===== config.mk =====
export PLATFORM = sky130hd
export DESIGN_NAME = dbg_step_ctrl_flat
export DESIGN_NICKNAME = d
export VERILOG_FILES = /design/src/rtl/dbg_step_ctrl_if.sv /design/src/rtl/dbg_step_ctrl.sv /design/src/flat_wrapper.sv
export SDC_FILE = /design/constraint.sdc
export NUM_CORES = 1
export LEC_CHECK = 0
export BUFFER_PORTS_ARGS = -buffer_cell sky130_fd_sc_hd__buf_2
export CORE_MARGIN = 2
export CORE_UTILIZATION = 48
export DETAILED_ROUTE_END_ITERATION = 6
export PLACE_DENSITY = 0.75
export SLEW_MARGIN = 20
export SYNTH_ARGS = -nofsm -noshare
export SYNTH_HDL_FRONTEND = slang
export SYNTH_SLANG_ARGS = --single-unit
export TNS_END_PERCENT = 10

===== constraint.sdc =====
create_clock -name clk -period 2.37 [get_ports clk]
set_clock_uncertainty 0.15 [all_clocks]
set_input_delay 0.237 -clock clk [delete_from_list [all_inputs] [get_ports clk]]
set_output_delay 0.237 -clock clk [all_outputs]
set_load 0.05 [all_outputs]

===== src/rtl/dbg_step_ctrl_if.sv =====
// Run-control bundle between the board/debug side and dbg_step_ctrl:
// raw buttons and breakpoint inputs in, core control and status out.
interface dbg_step_ctrl_if #(
  parameter int unsigned STEP_W = 16
);
  logic              btn_brk;
  logic              btn_cont;
  logic              btn_step;
  logic [31:0]       pc;
  logic [31:0]       bp_addr;
  logic              bp_valid;
  logic              brk;
  logic              cont;
  logic              halted;
  logic              bp_hit;
  logic [STEP_W-1:0] step_count;

  modport master (
    output btn_brk, btn_cont, btn_step, pc, bp_addr, bp_valid,
    input  brk, cont, halted, bp_hit, step_count
  );

  modport slave (
    input  btn_brk, btn_cont, btn_step, pc, bp_addr, bp_valid,
    output brk, cont, halted, bp_hit, step_count
  );
endinterface


===== src/rtl/dbg_step_ctrl.sv =====
// Button-driven RUN/HALT/STEP run control for the core's brk/cont inputs.
// Define DBG_BRKPT_EN to add the PC breakpoint comparator and sticky bp_hit.
module dbg_step_ctrl #(
  parameter logic [15:0] DEBOUNCE_CYCLES = 16'd50000,
  parameter int unsigned STEP_W          = 16,
  parameter bit          START_HALTED    = 1'b0
) (
  input  logic          clk,
  input  logic          rst,
  dbg_step_ctrl_if.slave dbg
);
  localparam logic [1:0] ST_RUN  = 2'd0;
  localparam logic [1:0] ST_HALT = 2'd1;
  localparam logic [1:0] ST_STEP = 2'd2;
  localparam logic [1:0] ST_RST  = START_HALTED ? ST_HALT : ST_RUN;

  logic [2:0]  btn_raw;
  logic [2:0]  sync1_q, sync2_q, acc_q, acc_prev_q, press_q;
  logic [15:0] cnt_q [3];

  // Bit order for all per-button vectors: 0 = brk, 1 = cont, 2 = step.
  assign btn_raw = {dbg.btn_step, dbg.btn_cont, dbg.btn_brk};

  always_ff @(posedge clk) begin
    if (rst) begin
      sync1_q    <= '0;
      sync2_q    <= '0;
      acc_q      <= '0;
      acc_prev_q <= '0;
      press_q    <= '0;
      for (int i = 0; i < 3; i++) cnt_q[i] <= '0;
    end else begin
      sync1_q    <= btn_raw;
      sync2_q    <= sync1_q;
      acc_prev_q <= acc_q;
      press_q    <= acc_q & ~acc_prev_q;
      for (int i = 0; i < 3; i++) begin
        if (sync2_q[i] == acc_q[i]) begin
          cnt_q[i] <= '0;
        end else if (cnt_q[i] == DEBOUNCE_CYCLES - 16'd1) begin
          acc_q[i] <= sync2_q[i];
          cnt_q[i] <= '0;
        end else begin
          cnt_q[i] <= cnt_q[i] + 16'd1;
        end
      end
    end
  end

  logic [1:0]        state_q, state_d;
  logic              brk_q, brk_d, cont_q, cont_d, halted_q, halted_d;
  logic [STEP_W-1:0] step_cnt_q, step_cnt_d;
  logic              bp_match;
  logic              leave_halt;

  always_comb begin
    state_d    = state_q;
    brk_d      = brk_q;
    cont_d     = 1'b0;
    halted_d   = halted_q;
    step_cnt_d = step_cnt_q;
    case (state_q)
      ST_RUN: begin
        if (press_q[0] || bp_match) begin
          state_d  = ST_HALT;
          brk_d    = 1'b1;
          halted_d = 1'b1;
        end
      end
      ST_HALT: begin
        // Continue wins over step when both presses land together.
        if (press_q[1]) begin
          state_d  = ST_RUN;
          brk_d    = 1'b0;
          cont_d   = 1'b1;
          halted_d = 1'b0;
        end else if (press_q[2]) begin
          state_d    = ST_STEP;
          brk_d      = 1'b0;
          cont_d     = 1'b1;
          halted_d   = 1'b0;
          step_cnt_d = step_cnt_q + STEP_W'(1);
        end
      end
      ST_STEP: begin
        state_d  = ST_HALT;
        brk_d    = 1'b1;
        halted_d = 1'b1;
      end
      default: begin
        state_d  = ST_HALT;
        brk_d    = 1'b1;
        halted_d = 1'b1;
      end
    endcase
  end

  assign leave_halt = (state_q == ST_HALT) && (state_d != ST_HALT);

  always_ff @(posedge clk) begin
    if (rst) begin
      state_q    <= ST_RST;
      brk_q      <= START_HALTED;
      cont_q     <= 1'b0;
      halted_q   <= START_HALTED;
      step_cnt_q <= '0;
    end else begin
      state_q    <= state_d;
      brk_q      <= brk_d;
      cont_q     <= cont_d;
      halted_q   <= halted_d;
      step_cnt_q <= step_cnt_d;
    end
  end

`ifdef DBG_BRKPT_EN
  logic bp_hit_q, bp_mask_q;

  // Mask stops an immediate re-halt while the PC still sits on the breakpoint.
  assign bp_match = (state_q == ST_RUN) && dbg.bp_valid &&
                    (dbg.pc == dbg.bp_addr) && !bp_mask_q;

  always_ff @(posedge clk) begin
    if (rst) begin
      bp_hit_q  <= 1'b0;
      bp_mask_q <= 1'b0;
    end else begin
      if ((state_q == ST_RUN) && (state_d == ST_HALT)) bp_hit_q <= bp_match;
      else if (state_d != ST_HALT)                     bp_hit_q <= 1'b0;
      if (leave_halt)                     bp_mask_q <= 1'b1;
      else if (dbg.pc != dbg.bp_addr)     bp_mask_q <= 1'b0;
    end
  end

  assign dbg.bp_hit = bp_hit_q;
`else
  logic unused_bp;
  assign unused_bp  = ^{dbg.pc, dbg.bp_addr, dbg.bp_valid, leave_halt};
  assign bp_match   = 1'b0;
  assign dbg.bp_hit = 1'b0;
`endif

  assign dbg.brk        = brk_q;
  assign dbg.cont       = cont_q;
  assign dbg.halted     = halted_q;
  assign dbg.step_count = step_cnt_q;
endmodule

===== src/flat_wrapper.sv =====
// flat-port wrapper written by rule: the top's interface ports become plain ports
module dbg_step_ctrl_flat 
#(
  parameter logic [15:0] DEBOUNCE_CYCLES = 16'd50000,
  parameter int unsigned STEP_W          = 16,
  parameter bit          START_HALTED    = 1'b0
)
  (clk, rst, dbg_btn_brk, dbg_btn_cont, dbg_btn_step, dbg_pc, dbg_bp_addr, dbg_bp_valid, dbg_brk, dbg_cont, dbg_halted, dbg_bp_hit, dbg_step_count);
  dbg_step_ctrl_if #(.STEP_W(STEP_W)) dbg_i ();
  input  logic clk;
  input  logic rst;
  input wire logic [$bits(dbg_i.btn_brk)-1:0] dbg_btn_brk;
  input wire logic [$bits(dbg_i.btn_cont)-1:0] dbg_btn_cont;
  input wire logic [$bits(dbg_i.btn_step)-1:0] dbg_btn_step;
  input wire logic [$bits(dbg_i.pc)-1:0] dbg_pc;
  input wire logic [$bits(dbg_i.bp_addr)-1:0] dbg_bp_addr;
  input wire logic [$bits(dbg_i.bp_valid)-1:0] dbg_bp_valid;
  output wire logic [$bits(dbg_i.brk)-1:0] dbg_brk;
  output wire logic [$bits(dbg_i.cont)-1:0] dbg_cont;
  output wire logic [$bits(dbg_i.halted)-1:0] dbg_halted;
  output wire logic [$bits(dbg_i.bp_hit)-1:0] dbg_bp_hit;
  output wire logic [$bits(dbg_i.step_count)-1:0] dbg_step_count;
  assign dbg_i.btn_brk = dbg_btn_brk;
  assign dbg_i.btn_cont = dbg_btn_cont;
  assign dbg_i.btn_step = dbg_btn_step;
  assign dbg_i.pc = dbg_pc;
  assign dbg_i.bp_addr = dbg_bp_addr;
  assign dbg_i.bp_valid = dbg_bp_valid;
  assign dbg_brk = dbg_i.brk;
  assign dbg_cont = dbg_i.cont;
  assign dbg_halted = dbg_i.halted;
  assign dbg_bp_hit = dbg_i.bp_hit;
  assign dbg_step_count = dbg_i.step_count;
  dbg_step_ctrl #(.DEBOUNCE_CYCLES(DEBOUNCE_CYCLES), .STEP_W(STEP_W), .START_HALTED(START_HALTED)) u_core (.clk(clk), .rst(rst), .dbg(dbg_i));
endmodule

==> reports/results.tsv, run 1 <==
metric	value	unit
status	finished, final reports clean	
drive_above_1_share	0.124	
finalHoldViolations	0	
final_cells	576	
cp_data_arrival_time	2.44	ns
ctsResizeCount	0	
io_pins	90	
fillers	675	
syn-cell-area	3870	um2
min_period	2.30	ns
setup_slack	0.0744	ns
drc	0	
worstPathMaxFanout	3	
clk_pin_slew	0.08	ns
fin_tns_setup	0	ns
cts.sinks	82	
drtIter0Drc	126	
initial_core_util	0.498	
syn_avg_cell_area	10.2	um2
hp-class	in2reg	
chipWidth	93.8	um
fp-row-count	32	
cts-root-buf	clkbuf_8	
dp_cells	557	
synth_edf_count	48	
yosys.cell_types.count	37	
synthXorXnorAreaFrac	0.113	
ant_nets	0	
synth-compound-area-share	0.0275	
synth_top_area_frac	0.372	
port_buffers	23	
period_share	0.969	
setup_viol	0	
nets	543	
die_area	8800	um2
grt_pass1_vias	2671	
overflow	0	
post_synth_and_or_nand_nor_area_fraction	0.261	
routedWlPerCell	11.4	um
first_pass_iters	5	
cap_viol_max_count	0	
grt_usage	0.164	
p_leak	1.70	nW
critPathCaptureType	flip-flop	
fp.dieH	93.8	um
final-max-slew-violation-count	0	
required	2.51	ns
gp_congestion	0.792	
routed-via-count	2826	
synth_mux_area_frac	0.0107	
grt_max_degree	18	
clkLatencyLatePin	0.35	ns
cts_buffer_depth	2	
async_reset_ff_frac	0	
grt_pass1_wl	11.5	mm
viasPerCell	4.91	
ys_seq_area_frac	0.548	
p_per_area	577	nW/um2
htree_levels	3	
clock.fmax	436	MHz
synth_largest_area_cell	edfxtp_1	
ir_drop	354	uV
synthTopCellsByArea	edfxtp_1 (37%), dfxtp_1 (18%), xnor2_1 (9.7%), nor2_1 (6.4%), nor2b_1 (2.7%)	
pre_cts_ws	0.0945	ns
antenna_cells	0	
cp-start-kind	flip-flop	
rsz0062_at_grt	false	
synthAdderAreaFrac	0.0129	
area_delta_synth_final	18.6	%
cts_tree	built	
crit_type	reg2reg	
drt-total-wl	6.54	mm
ys.flop_type	edfxtp_1	
coreArea	7770	um2
synth_cells	379	
synth_top_family_by_area	simple AND/OR/NAND/NOR gates	
place.detailed.hpwl	4.60	mm
antenna_found_initial	0	
synth_seq_cells	82	
total_power	2.65	mW
yosysWarnings	0	
numCtsBuffers	9	
==> per-stage QoR <==
stage          cell area, um2  hold WS, ns  utilization
2_1_floorplan            4050        0.215            -
3_3_place_gp             4380        0.225        0.564
3_5_place_dp             4380        0.224        0.564
4_1_cts                  4590       0.0967        0.591
5_1_grt                  4590        0.108        0.591
6_report                 4590       0.0969        0.591
==> path summary, 6_finish.rpt <==
check | from | end | slack [ns] | cells after the start
max | u_core.cnt_q[1][13]$_SDFFCE_PN0P_ | u_core.acc_q[1]$_SDFFE_PP0N_ | 0.07 | 4
max reg2reg | u_core.cnt_q[1][13]$_SDFFCE_PN0P_ | u_core.acc_q[1]$_SDFFE_PP0N_ | 0.07 | 4
min | rst | u_core.acc_q[0]$_SDFFE_PP0P_ | 0.1 | 2
min reg2reg | u_core.acc_prev_q[1]$_SDFF_PP0_ | u_core.press_q[1]$_SDFF_PP0_ | 0.23 | 1
==> power by group <==
part | total, mW | internal [mW] | switching, mW
combinational | 0.118 | 0.0521 | 0.0659
clock | 0.947 | 0.453 | 0.494
sequential | 1.58 | 1.54 | 0.0360
==> layer usage <==
| layer | share of wire | vias up | track usage |
|---|---|---|---|
| li1 | - | 1464 | - |
| met1 | 0.47 | 1295 | 0.205 |
| met2 | 0.48 | 55 | 0.269 |
| met3 | 0.031 | 12 | 0.0273 |
| met4 | 0.024 | 0 | 0.0894 |
| met5 | 0 | - | 0 |
==> cell type report <==
class                           count  area (um2)  share of cell area
Timing Repair Buffer               43         285              0.0622
Multi-Input combinational cell    321        1830               0.398
Inverter                           12        45.0             0.00981
Sequential cell                    82        2120               0.462
Tap cell                          102         128              0.0278
Clock buffer                       13         161              0.0352
Clock inverter                      3        20.0             0.00436
==> Yosys cell counts, types with 7 or more instances <==
cell type	number
nor3_1	12
nand4_1	15
nor4_1	13
nor2_1	66
nor2b_1	17
a21oi_1	7
edfxtp_1	48
dfxtp_1	34
nand3_1	16
o21ai_0	11
xnor2_1	43
nand2_1	22
xor2_1	7
inv_1	12
==> repair_timing <==
action / in CTS / in global routing
hold buffers: 3 / 0
hold endpoints to repair: 3 / 0
setup buffers: 0 / 0
==> layout by cell type (no fill, tap or decap), drive strengths merged, types with 2 or more instances in the layout <==
cell type / count
xnor2: 43
xor2: 7
and3: 5
dlygate4sd3: 3
nand3: 16
or2: 2
edfxtp: 48
or4: 7
ha: 4
nor2: 66
mux2i: 3
nor4: 13
inv: 14
nor3: 12
nor4b: 3
nand2: 22
or3: 6
dfxtp: 34
nand4: 15
buf: 40
o21ai: 12
or4b: 2
conb: 49
and4: 3
a21oi: 7
clkbuf: 13
nor2b: 17
==> cell families (layout without fill, tap and decap cells) <==
logic type | Yosys count | in the layout
other | 2 | 49
multiplexers | 4 | 4
XOR/XNOR | 50 | 50
flip-flops | 82 | 82
AND/OR/NAND/NOR | 194 | 194
adder cells (fa/ha/maj) | 4 | 4
AO/OA/AOI/OAI | 20 | 20
buffers and inverters | 23 | 71
==> critical path, stage by stage (launching register included) <==
cell and delay [ns]:
edfxtp_1 0.44, or4b_1 0.53, or4_4 0.56, or4b_1 0.49
nand2_1 0.08
==> registers in the layout, summed over array words and instances (netlist names) <==
register / cells
u_core.sync1_q: 3
u_core.acc_prev_q: 3
u_core.state_q: 2
u_core.sync2_q: 3
u_core.cnt_q: 48
u_core.acc_q: 3
u_core.press_q: 3
u_core.dbg.cont: 1
u_core.dbg.step_count: 16
(Power assumes the default switching activity.)
==> inputs of run 2 (changes only) <==
Settings changed: CORE_MARGIN 2 to 5.
==> run 2 against run 1 <==
- critical path depth is 1 higher
- largest power group unchanged
- sequential power hardly changed
- die area is 13% higher
- design area is 0.93% higher
- core utilization is 0.24 points higher
- combinational power hardly changed
- first-iteration DRC count is 12% lower
==> reports/results.tsv, run 2 (same netlist as run 1, synthesis figures left out) <==
metric	value	unit	change
cts_buffer_depth	2		unchanged
required	2.32	ns	-0.19 ns
ctsResizeCount	0		unchanged
r2r_cells	5		+1
fillers	685		+1.5%
cts-root-buf	clkbuf_8		
cp_top_family	simple AND/OR/NAND/NOR gates		
p_int	2.17	mW	+5.7%
initial_core_util	0.496		-0.00255
cp-start-kind	flip-flop		
slowest_delay	0.56	ns	about the same
chipWidth	99.8	um	+6.4%
worstPathMaxFanout	15		+12
crit_top_cell	or4_1		
die_area	9960	um2	+13%
drt-total-wl	7.02	mm	+7.4%
period_share	0.945		-0.0238
grt_max_degree	30		+12
path_depth	5		+1
htree_levels	3		unchanged
nets	542		-0.18%
final_cells	575		-0.17%
finalHoldViolations	0		unchanged
final-max-slew-violation-count	0		unchanged
drc	0		unchanged
hp-class	in2reg		
r2r_setup_slack	0.13	ns	+0.06 ns
final_common_cell	nor2_1		
cts-hold-fix-buffers	3		unchanged
drive_above_1_share	0.125		+0.000263
grt_usage	0.150		-0.0131
seqPwrFrac	0.572		-0.025
dp_cells	556		-0.18%
clock.fmax	447	MHz	+2.5%
swShare	0.216		-0.00937
setup_viol	0		unchanged
timing.rr.start	u_core.cnt_q[0][11]$_SDFFCE_PN0P_		
largest_register_ffs	48		unchanged
path_buf_inv	1		+1
fp.dieH	99.8	um	+6.4%
cts_setup_buffers	0		unchanged
port_buffers	23		unchanged
ir_drop	448	uV	+27%
p_leak	1.72	nW	+1.1%
clkLatencyLatePin	0.35	ns	about the same
pre_cts_ws	0.121	ns	+0.0269 ns
area_delta_synth_final	19.7	%	
rsz0062_at_grt	false		
grt_pass1_vias	2846		+6.6%
pwr-share-clk	0.384		+0.026
overflow	0		unchanged
r2r_end	u_core.cnt_q[0][5]$_SDFFCE_PN0P_		
min_period	2.24	ns	-0.0565 ns
ant_nets	0		unchanged
antenna_cells	0		unchanged
top_register	u_core.cnt_q		
cp_slowest_cell	or4_1		
grt_pass1_wl	12.3	mm	+7.6%
final_cell_mix	nor2_1 (66), conb_1 (49), edfxtp_1 (48)		
routedWlPerCell	12.2	um	+7.6%
cap_viol_max_count	0		unchanged
status	finished, final reports clean		
viasPerCell	5.06		+3.1%
clk_pin_slew	0.08	ns	about the same
p_comb_frac	0.044		about the same
coreArea	7810	um2	+0.52%
critical_path.startpoint	u_core.cnt_q[0][11]$_SDFFCE_PN0P_		
crit_chain	or4_1, or4_1, nand2_1, buf_12, nor2_1		
fin_tns_setup	0	ns	unchanged
cts.sinks	82		unchanged
setup_slack	0.131	ns	+0.0565 ns
fp-row-count	32		unchanged
first_pass_iters	4		-1
cts_tree	built		
critPathCaptureType	flip-flop		
io_pins	90		unchanged
numCtsBuffers	9		unchanged
drtIter0Drc	111		-12%
hold_ws	0.0636	ns	-0.0333 ns
place.detailed.hpwl	4.86	mm	+5.5%
crit_type	reg2reg		
cp_data_arrival_time	2.19	ns	-0.25 ns
p_per_area	597	nW/um2	+3.5%
antenna_found_initial	0		unchanged
power.switching	597	uW	about the same
routed-via-count	2908		+2.9%
gp_congestion	0.767		-3.1%
crit_path_end	u_core.cnt_q[0][5]$_SDFFCE_PN0P_		
==> run 2: cell types whose count changed in the layout (fill, tap and decap cells not counted), sizes merged <==
cell    before  now
buf         40   39
clkbuf      13   14
inv         14   13
==> run 2: cell type report <==
type | instances | area [um2] | share of cell area
sequential | 82 | 2120 | 0.458
tap | 102 | 128 | 0.0276
multi-input combinational | 321 | 1830 | 0.395
clock buffer | 14 | 205 | 0.0443
inverter | 12 | 45.0 | 0.00972
clock inverter | 2 | 13.8 | 0.00297
timing repair buffer | 42 | 290 | 0.0627
==> run 2: layer usage <==
layer	global-route usage	vias up	share of wire	routed length (um)
met3	0.0250	8	0.024	170
li1	-	1460	-	-
met4	0.0767	0	0.014	95
met2	0.249	45	0.51	3580
met5	0	-	0	0
met1	0.190	1395	0.45	3180
==> run 2: worst register-to-register path: stages, from the launching register on <==
cell	delay [ns]
edfxtp_1	0.39
or4_1	0.56
or4_1	0.56
nand2_1	0.14
buf_12	0.15
nor2_1	0.05
==> run 2: worst min-delay path by stage <==
stage	from	end	slack, ns	cells after the start
2_1_floorplan	dbg_btn_brk	u_core.sync1_q[0]$_SDFF_PP0_	0.22	1
3_3_place_gp	u_core.acc_prev_q[0]$_SDFF_PP0_	u_core.press_q[0]$_SDFF_PP0_	0.22	1
3_5_place_dp	u_core.acc_prev_q[2]$_SDFF_PP0_	u_core.press_q[2]$_SDFF_PP0_	0.23	1
4_1_cts	rst	u_core.sync2_q[0]$_SDFF_PP0_	0.05	2
5_1_grt	rst	u_core.sync2_q[0]$_SDFF_PP0_	0.06	2
6_report	rst	u_core.acc_q[0]$_SDFFE_PP0P_	0.06	2
==> run 2: per-stage QoR <==
step | total power, mW | instance area (um2) | utilization
6_report | 2.76 | 4630 | 0.593
5_1_grt | 2.89 | 4630 | 0.593
4_1_cts | 2.79 | 4630 | 0.593
3_5_place_dp | 1.73 | 4380 | 0.561
3_3_place_gp | 1.72 | 4380 | 0.561
2_1_floorplan | 1.69 | 4050 | -
==> run 2: power groups by stage <==
| stage | combinational [mW] | sequential, mW | clock, mW |
|---|---|---|---|
| global placement | 0.111 | 1.61 | 0 |
| detailed placement | 0.113 | 1.61 | 0 |
| CTS | 0.119 | 1.58 | 1.09 |
| floorplan | 0.0822 | 1.61 | 0 |
| global route | 0.137 | 1.59 | 1.17 |
| finish | 0.121 | 1.58 | 1.06 |
